**src/rtl/tick_gen_pkg.sv**
```systemverilog
// Shared constants for the multi-channel tick generator: output modes and
// default counter / wrap-counter widths.
package tick_gen_pkg;

    localparam logic MODE_PULSE  = 1'b0;
    localparam logic MODE_SQUARE = 1'b1;

    localparam int DIV_W_DEFAULT = 16;
    localparam int WRAP_W        = 8;

endpackage

```
**src/rtl/tick_channel.sv**
```systemverilog
// One divider channel: 1..active_div counter, shadowed divisor, pulse/square
// output register and a free-running wrap counter.
module tick_channel
    import tick_gen_pkg::*;
#(
    parameter int DIV_W       = DIV_W_DEFAULT,
    parameter int DEFAULT_DIV = 4
) (
    input  logic              clk,
    input  logic              rst,
    input  logic              en,
    input  logic              mode,
    input  logic              load,
    input  logic [DIV_W-1:0]  div_in,
    input  logic              restart,
    output logic              tick,
    output logic [WRAP_W-1:0] wrap_cnt
);

    logic [DIV_W-1:0] cnt;
    logic [DIV_W-1:0] active_div;
    logic [DIV_W-1:0] pending_div;
    logic             pending_vld;

    logic [DIV_W-1:0] load_div;
    logic             wrap;
    logic             apply_pending;
    logic             tick_on_wrap;
    logic             tick_hold;

    // A zero divisor behaves as 1, so it is normalised once on the way in.
    assign load_div = (div_in == '0) ? DIV_W'(1) : div_in;

    // cnt never exceeds active_div; >= just keeps the compare robust.
    assign wrap = en && (cnt >= active_div);

    // A load in this cycle supersedes the old pending value and must wait for
    // the following wrap, so it blocks application here.
    assign apply_pending = pending_vld && !load && (wrap || !en);

    always_comb begin
        tick_on_wrap = 1'b1;
        tick_hold    = 1'b0;
        case (mode)
            MODE_PULSE: begin
                tick_on_wrap = 1'b1;
                tick_hold    = 1'b0;
            end
            MODE_SQUARE: begin
                tick_on_wrap = ~tick;
                tick_hold    = tick;
            end
            default: begin
                tick_on_wrap = 1'b1;
                tick_hold    = 1'b0;
            end
        endcase
    end

    always_ff @(posedge clk) begin
        if (rst) begin
            cnt         <= DIV_W'(1);
            active_div  <= DIV_W'(DEFAULT_DIV);
            pending_div <= DIV_W'(DEFAULT_DIV);
            pending_vld <= 1'b0;
            tick        <= 1'b0;
            wrap_cnt    <= '0;
        end else if (restart) begin
            cnt         <= DIV_W'(1);
            tick        <= 1'b0;
            wrap_cnt    <= '0;
            pending_vld <= 1'b0;
            if (load) begin
                active_div <= load_div;
            end else if (pending_vld) begin
                active_div <= pending_div;
            end
        end else begin
            if (load) begin
                pending_div <= load_div;
                pending_vld <= 1'b1;
            end else if (apply_pending) begin
                active_div  <= pending_div;
                pending_vld <= 1'b0;
            end

            if (!en) begin
                cnt  <= DIV_W'(1);
                tick <= 1'b0;
            end else if (wrap) begin
                cnt      <= DIV_W'(1);
                wrap_cnt <= wrap_cnt + WRAP_W'(1);
                tick     <= tick_on_wrap;
            end else begin
                cnt  <= cnt + DIV_W'(1);
                tick <= tick_hold;
            end
        end
    end

endmodule

```
**src/rtl/multi_tick_generator.sv**
```systemverilog
// Programmable multi-channel tick / clock-enable generator; the top level only
// slices the packed divisor and wrap-count buses across the channels.
module multi_tick_generator
    import tick_gen_pkg::*;
#(
    parameter int NUM_CH      = 4,
    parameter int DIV_W       = DIV_W_DEFAULT,
    parameter int DEFAULT_DIV = 4
) (
    input  logic                     clk,
    input  logic                     rst,
    input  logic [NUM_CH-1:0]        en,
    input  logic [NUM_CH-1:0]        mode,
    input  logic [NUM_CH-1:0]        load,
    input  logic [NUM_CH*DIV_W-1:0]  div_in,
    input  logic                     restart,
    output logic [NUM_CH-1:0]        tick,
    output logic [NUM_CH*WRAP_W-1:0] wrap_cnt
);

    for (genvar i = 0; i < NUM_CH; i++) begin : g_ch
        tick_channel #(
            .DIV_W      (DIV_W),
            .DEFAULT_DIV(DEFAULT_DIV)
        ) u_ch (
            .clk     (clk),
            .rst     (rst),
            .en      (en[i]),
            .mode    (mode[i]),
            .load    (load[i]),
            .div_in  (div_in[i*DIV_W +: DIV_W]),
            .restart (restart),
            .tick    (tick[i]),
            .wrap_cnt(wrap_cnt[i*WRAP_W +: WRAP_W])
        );
    end

endmodule

```
**config.mk**
```make
export PLATFORM = sky130hd
export DESIGN_NAME = multi_tick_generator
export DESIGN_NICKNAME = d
export VERILOG_FILES = /design/src/rtl/tick_gen_pkg.sv /design/src/rtl/tick_channel.sv /design/src/rtl/multi_tick_generator.sv
export SDC_FILE = /design/constraint.sdc
export NUM_CORES = 1
export LEC_CHECK = 0
export BUFFER_PORTS_ARGS = -buffer_cell sky130_fd_sc_hd__clkbuf_2
export CAP_MARGIN = 15
export CORE_AREA = 4 4 202 125
export DETAILED_ROUTE_END_ITERATION = 10
export DIE_AREA = 0 0 206 129
export PLACE_DENSITY = 0.76
export SLEW_MARGIN = 40
export SYNTH_ARGS = -nofsm -noshare
export SYNTH_HDL_FRONTEND = slang
export SYNTH_SLANG_ARGS = --single-unit
```
**constraint.sdc**
```tcl
create_clock -name clk -period 4.2 [get_ports clk]
set_input_delay 0.84 -clock clk [delete_from_list [all_inputs] [get_ports clk]]
set_output_delay 0.84 -clock clk [all_outputs]
set_load 0.02 [all_outputs]
```
# == Word-level counts from Yosys, hierarchy flattened ==
# Index checks and enable logic that the tools add are counted.
# totals
mem_bits_ro,0
ramBits,0
mem_count,0
out_inout_bits,36
latchBits,0
regBits,232
word_cells,162
input_bits,79
# op_classes
add_sub_neg,8
eq_ne,12
div,0
bitwise,13
mux,44
order_cmp,4
reduce_logical,57
shift,0
multipliers,0
# ops
op,n
$mux W16,24
$add A16 B1 Y16 const B,4
$ge A16 B16 Y1,4
$logic_not A16 Y1,4
$add A8 B1 Y8 const B,4
$mux W1,16
$ne A2 B1 Y1 const B,8
$reduce_and A2 Y1,8
$reduce_bool A2 Y1,8
$reduce_or A4 Y1,4
$not A1 Y1,13
$logic_and A1 B1 Y1,12
$ne A3 B2 Y1 const B,4
$reduce_and A3 Y1,4
$reduce_or A3 Y1,4
$logic_not A1 Y1,8
$pmux W1 S2,4
$logic_or A1 B1 Y1,4
$reduce_or A2 Y1,1

# == Longest topological paths before layout ==
# depth
ltp_word,7
depth_mapped,9
depth_no_buf,8

# == Modules after synthesis ==
# Synthesis repeated with hierarchy kept, for this count alone.
# hier_totals
hier_cells,1433
hier_area_um2,12095.4
# modules_own_cells
module,seq_area_each_um2,instances,area_each_um2,cells_each
tick_channel (g_ch[0].u_ch ...),1161.1,2,3017.9,353
tick_channel (g_ch[1].u_ch),1161.1,1,3030.4,377
tick_channel (g_ch[3].u_ch),1161.1,1,3029.2,350

# == Worst setup path before layout ==
# OpenSTA, ideal clock, no wires.
# synth_timing
kind,input to register
from,input port restart
to,register g_ch[1].u_ch.active_div[10]
path_stages,7
setup_slack_ns,1.960
required_ns,4.115
path_buffers,3
arrival_time_ns,2.155
setup_time_ns,0.085
cell_sequence,buf_2 > nand2b_1 > clkbuf_1 > o221ai_2 > clkbuf_1 > or4_1 > o31ai_2
# synth_via
elab_chain_len,2
word_cells_on_any_way,5
cone_classes,eq/ne: 2; mux: 1; reduce/logical: 2
# synth_rtl
item,line,text
from (decl),multi_tick_generator.sv:16,"input logic restart,"
$ne A3 B2 Y1 (no source line) (tied with other cells),-,
$reduce_and A3 Y1 (no source line),-,
to (signal assigned),tick_channel.sv:63,active_div <= DIV_W'(DEFAULT_DIV);
to (signal assigned),tick_channel.sv:74,active_div <= load_div;
to (signal assigned),tick_channel.sv:76,active_div <= pending_div;
to (decl),tick_channel.sv:21,logic [DIV_W-1:0] active_div;
# Several ways; a longest one is shown, not always the timed one.
# A chain may end at the register's enable or synchronous reset.

# == Worst setup path in the final report ==
# layout_timing
from,register g_ch[1].u_ch.cnt[0]
to,register g_ch[1].u_ch.cnt[0]
# layout_via
elab_chain_len,3
word_cells_on_any_way,4
cone_classes,add/sub: 1; order compare: 1; reduce/logical: 2
# layout_rtl
item,line,text
from (decl),tick_channel.sv:20,logic [DIV_W-1:0] cnt;
from (signal assigned),tick_channel.sv:95,cnt <= cnt + DIV_W'(1);
$ge A16 B16 Y1,tick_channel.sv:35,assign wrap = en && (cnt >= active_div);
$logic_and A1 B1 Y1,tick_channel.sv:35,
$reduce_or A4 Y1 (no source line),-,
# Several ways; a longest one is shown, not always the timed one.

==> results.ini <==
[power]
power_uw = 5100
p_int_uw = 3850
p_comb_share_pct = 9.6
power_frac_seq_pct = 45.5
power.density_nw_per_um2 = 386
p_switching_uw = 1240
p_sw_share_pct = 24.4
p_leak_uw = 0.00528
power_frac_clock_pct = 44.9
ir_drop_mv = 0.251

[synthesis]
async_reset_ff_share_pct = 0
synthDistinctLibCells = 60
synth_ff_type = dfxtp_1
synth_edf_count = 0
syn-instance-count = 1392
syn_nets = 1543
synth_top_area_share_pct = 40.2
synthTopCellsByArea = dfxtp_1 40%, ha_1 7.8%, nand2_1 7.1%, a21oi_1 4.8%, nor2_1 4.4%
syn_area_sq_um = 11600
synth_seq_cells = 232
yosys.area.top_type = dfxtp_1
avgSynthCellArea_sq_um = 8.30
synth_warnings = 0
synth_seq_area_share_pct = 40.2

[clock_network]
cts_resized = 0
clockBufferDepth = 3
clkTransAtPathRegs_ps = 70
numCtsBuffers = 23
cts_hold_buf = 0
cts_tree = yes
clkSinkCount = 232
post-cts-setup-buffers = 0
clockRootBuffer = clkbuf_16
htree_levels = 1
clk_latency_ps = 520

[critical_path]
worstPathArrival_ps = 3160
startpoint_type = flop
path_cells = inv_1, ha_1, nand2b_4, a2111oi_4, a2111oi_4, nor3_1, o21bai_2, or2_2
path_delay_family = simple AND/OR/NAND/NOR gates
crit_type = flop to flop
critPathCaptureType = flop
path_max_fanout = 17
crit_slowest_cell = nor3_1
cp_common_cell = a2111oi_4
critPathBufInv = 1
max_stage_delay_ps = 480
required_ps = 4590

[timing]
slew_violations = 0
timing.fmax_mhz = 361
worst_pin_slew_ps = 850
setup_viol = 0
relSlewSlack_pct = 43.2
fin_crit_sh_pct = 66.0
finalClockSkew_ps = 17.3
whs_ps = 454
final.setup.tns_ps = 0
period_needed_ps = 2770
final.setup.worst_slack_ps = 1430
rsz0062_at_grt = no
hold_viol_final = 0

[drt]
wl_per_cell_microns = 15.6
wl_microns = 28000
via_per_inst = 5.47
drc_errors = 0
detailedRoute.firstPassIterationCount = 5
drt_iter0_markers = 806
ant_nets = 0
num_vias = 9834

[place]
dpl_worst_slack_ps = 1240
gp_congestion = 0.830
dp_hpwl_microns = 20400
dpl_cell_area_sq_um = 12300
io_buffers = 114

[grt]
grt_max_degree = 79
grt_overflow_total = 0
antenna_found_initial = 1
grt_pass1_vias = 9345
grt_use_total_pct = 20.9
grt_pass1_wl_microns = 46700

[die]
dieWidth_microns = 206
fp.dieH_microns = 129
fp-row-count = 43
core-area_sq_um = 23100
initial_core_util_pct = 49.9
dieArea_sq_um = 26600
ioPinCount = 115

[job]
maxCapViolCount = 0

[cells_and_area]
nets = 1615
most-common-layout-cells = 232 x dfxtp_1, 217 x nand2_1, 134 x nor2_1
areaGrowthSynthToFinish_pct = 14.2
layout_commonest_cell = dfxtp_1
fin_area_sq_um = 13200
drive_gt1_share_pct = 13.9

[outcome]
outcome = finished clean

[worst_hold_path]
hp-class = flop to flop

metrics by stage:
step / utilization, % / std cells
2_1_floorplan: - / 1392
3_3_place_gp: 53.1 / 1754
3_5_place_dp: 53.2 / 1754
4_1_cts: 56.9 / 1796
5_1_grt: 57.0 / 1797
6_report: 57.0 / 1797
cell families (layout without fill, tap and decap cells):
kind of cell	after synthesis	in the layout	share of synthesized area (%)
buf+inv	163	252	5.74
flops	232	232	40.2
mux	42	42	3.64
other cells	0	1	0
fa+ha+maj	72	72	7.80
xor+xnor	62	62	4.70
simple gates	567	567	22.7
compound gates	254	254	15.2
layout make-up:
type	count	area, sq um
inverter	85	319
antenna	1	2.50
clock buffer	33	693
timing repair buffer	125	656
tap	315	394
fill	2101	9940
multi-input combinational	997	6320
clock inverter	9	161
sequential	232	4640
layer usage:
layer / global-route usage (%) / wire length [microns] / up-vias
met5: 0 / 0 / -
met4: 4.53 / 565 / 0
met3: 3.60 / 1570 / 37
met2: 31.7 / 11800 / 242
met1: 31.3 / 14100 / 4540
li1: - / - / 5015
state kept, by name, indices dropped and copies added, names as in the netlist:
| name | cells |
|---|---|
| g_ch.u_ch.active_div | 64 |
| g_ch.u_ch.cnt | 64 |
| g_ch.u_ch.pending_div | 64 |
| g_ch.u_ch.pending_vld | 4 |
| g_ch.u_ch.tick | 4 |
| g_ch.u_ch.wrap_cnt | 32 |
cells in the mapped netlist, types with 12 or more instances:
cell / instances
nand2_1: 217
xnor2_1: 33
or3_1: 14
nor2_1: 135
xor2_1: 29
buf_2: 14
o21ai_0: 29
nor3_1: 12
dfxtp_1: 232
nand4_1: 25
nand3_1: 75
nor4_1: 14
inv_1: 84
a21oi_1: 110
and3_1: 21
a311oi_1: 42
mux2i_1: 42
ha_1: 72
or4_1: 15
clkbuf_1: 52
path summary, 6_finish.rpt:
kind	start	endpoint	slack (ps)	cells after the start
hold reg to reg	g_ch[3].u_ch.pending_div[15]	g_ch[3].u_ch.pending_div[15]	450	2
hold / removal	g_ch[3].u_ch.pending_div[15]	g_ch[3].u_ch.pending_div[15]	450	2
setup / recovery	g_ch[1].u_ch.cnt[0]	g_ch[1].u_ch.cnt[0]	1430	8
setup reg to reg	g_ch[1].u_ch.cnt[0]	g_ch[1].u_ch.cnt[0]	1430	8
power groups by stage:
stage / Combinational, uW / Clock, uW / Sequential [uW]
after floorplan: 340 / 0 / 2350
after global placement: 464 / 0 / 2370
after detailed placement: 484 / 0 / 2370
after CTS: 486 / 2340 / 2320
after global routing: 554 / 2420 / 2330
final: 488 / 2290 / 2320
worst reg2reg max path, delay by kind of cell (launching register included):
family / cells / cell delay (ps)
and+or+nand+nor: 3 / 1000
AOI/OAI and AO/OA: 3 / 910
DFF: 1 / 390
adders and majority gates: 1 / 270
buffers and inverters: 1 / 90
No activity file was read; power rests on OpenSTA's default activity.
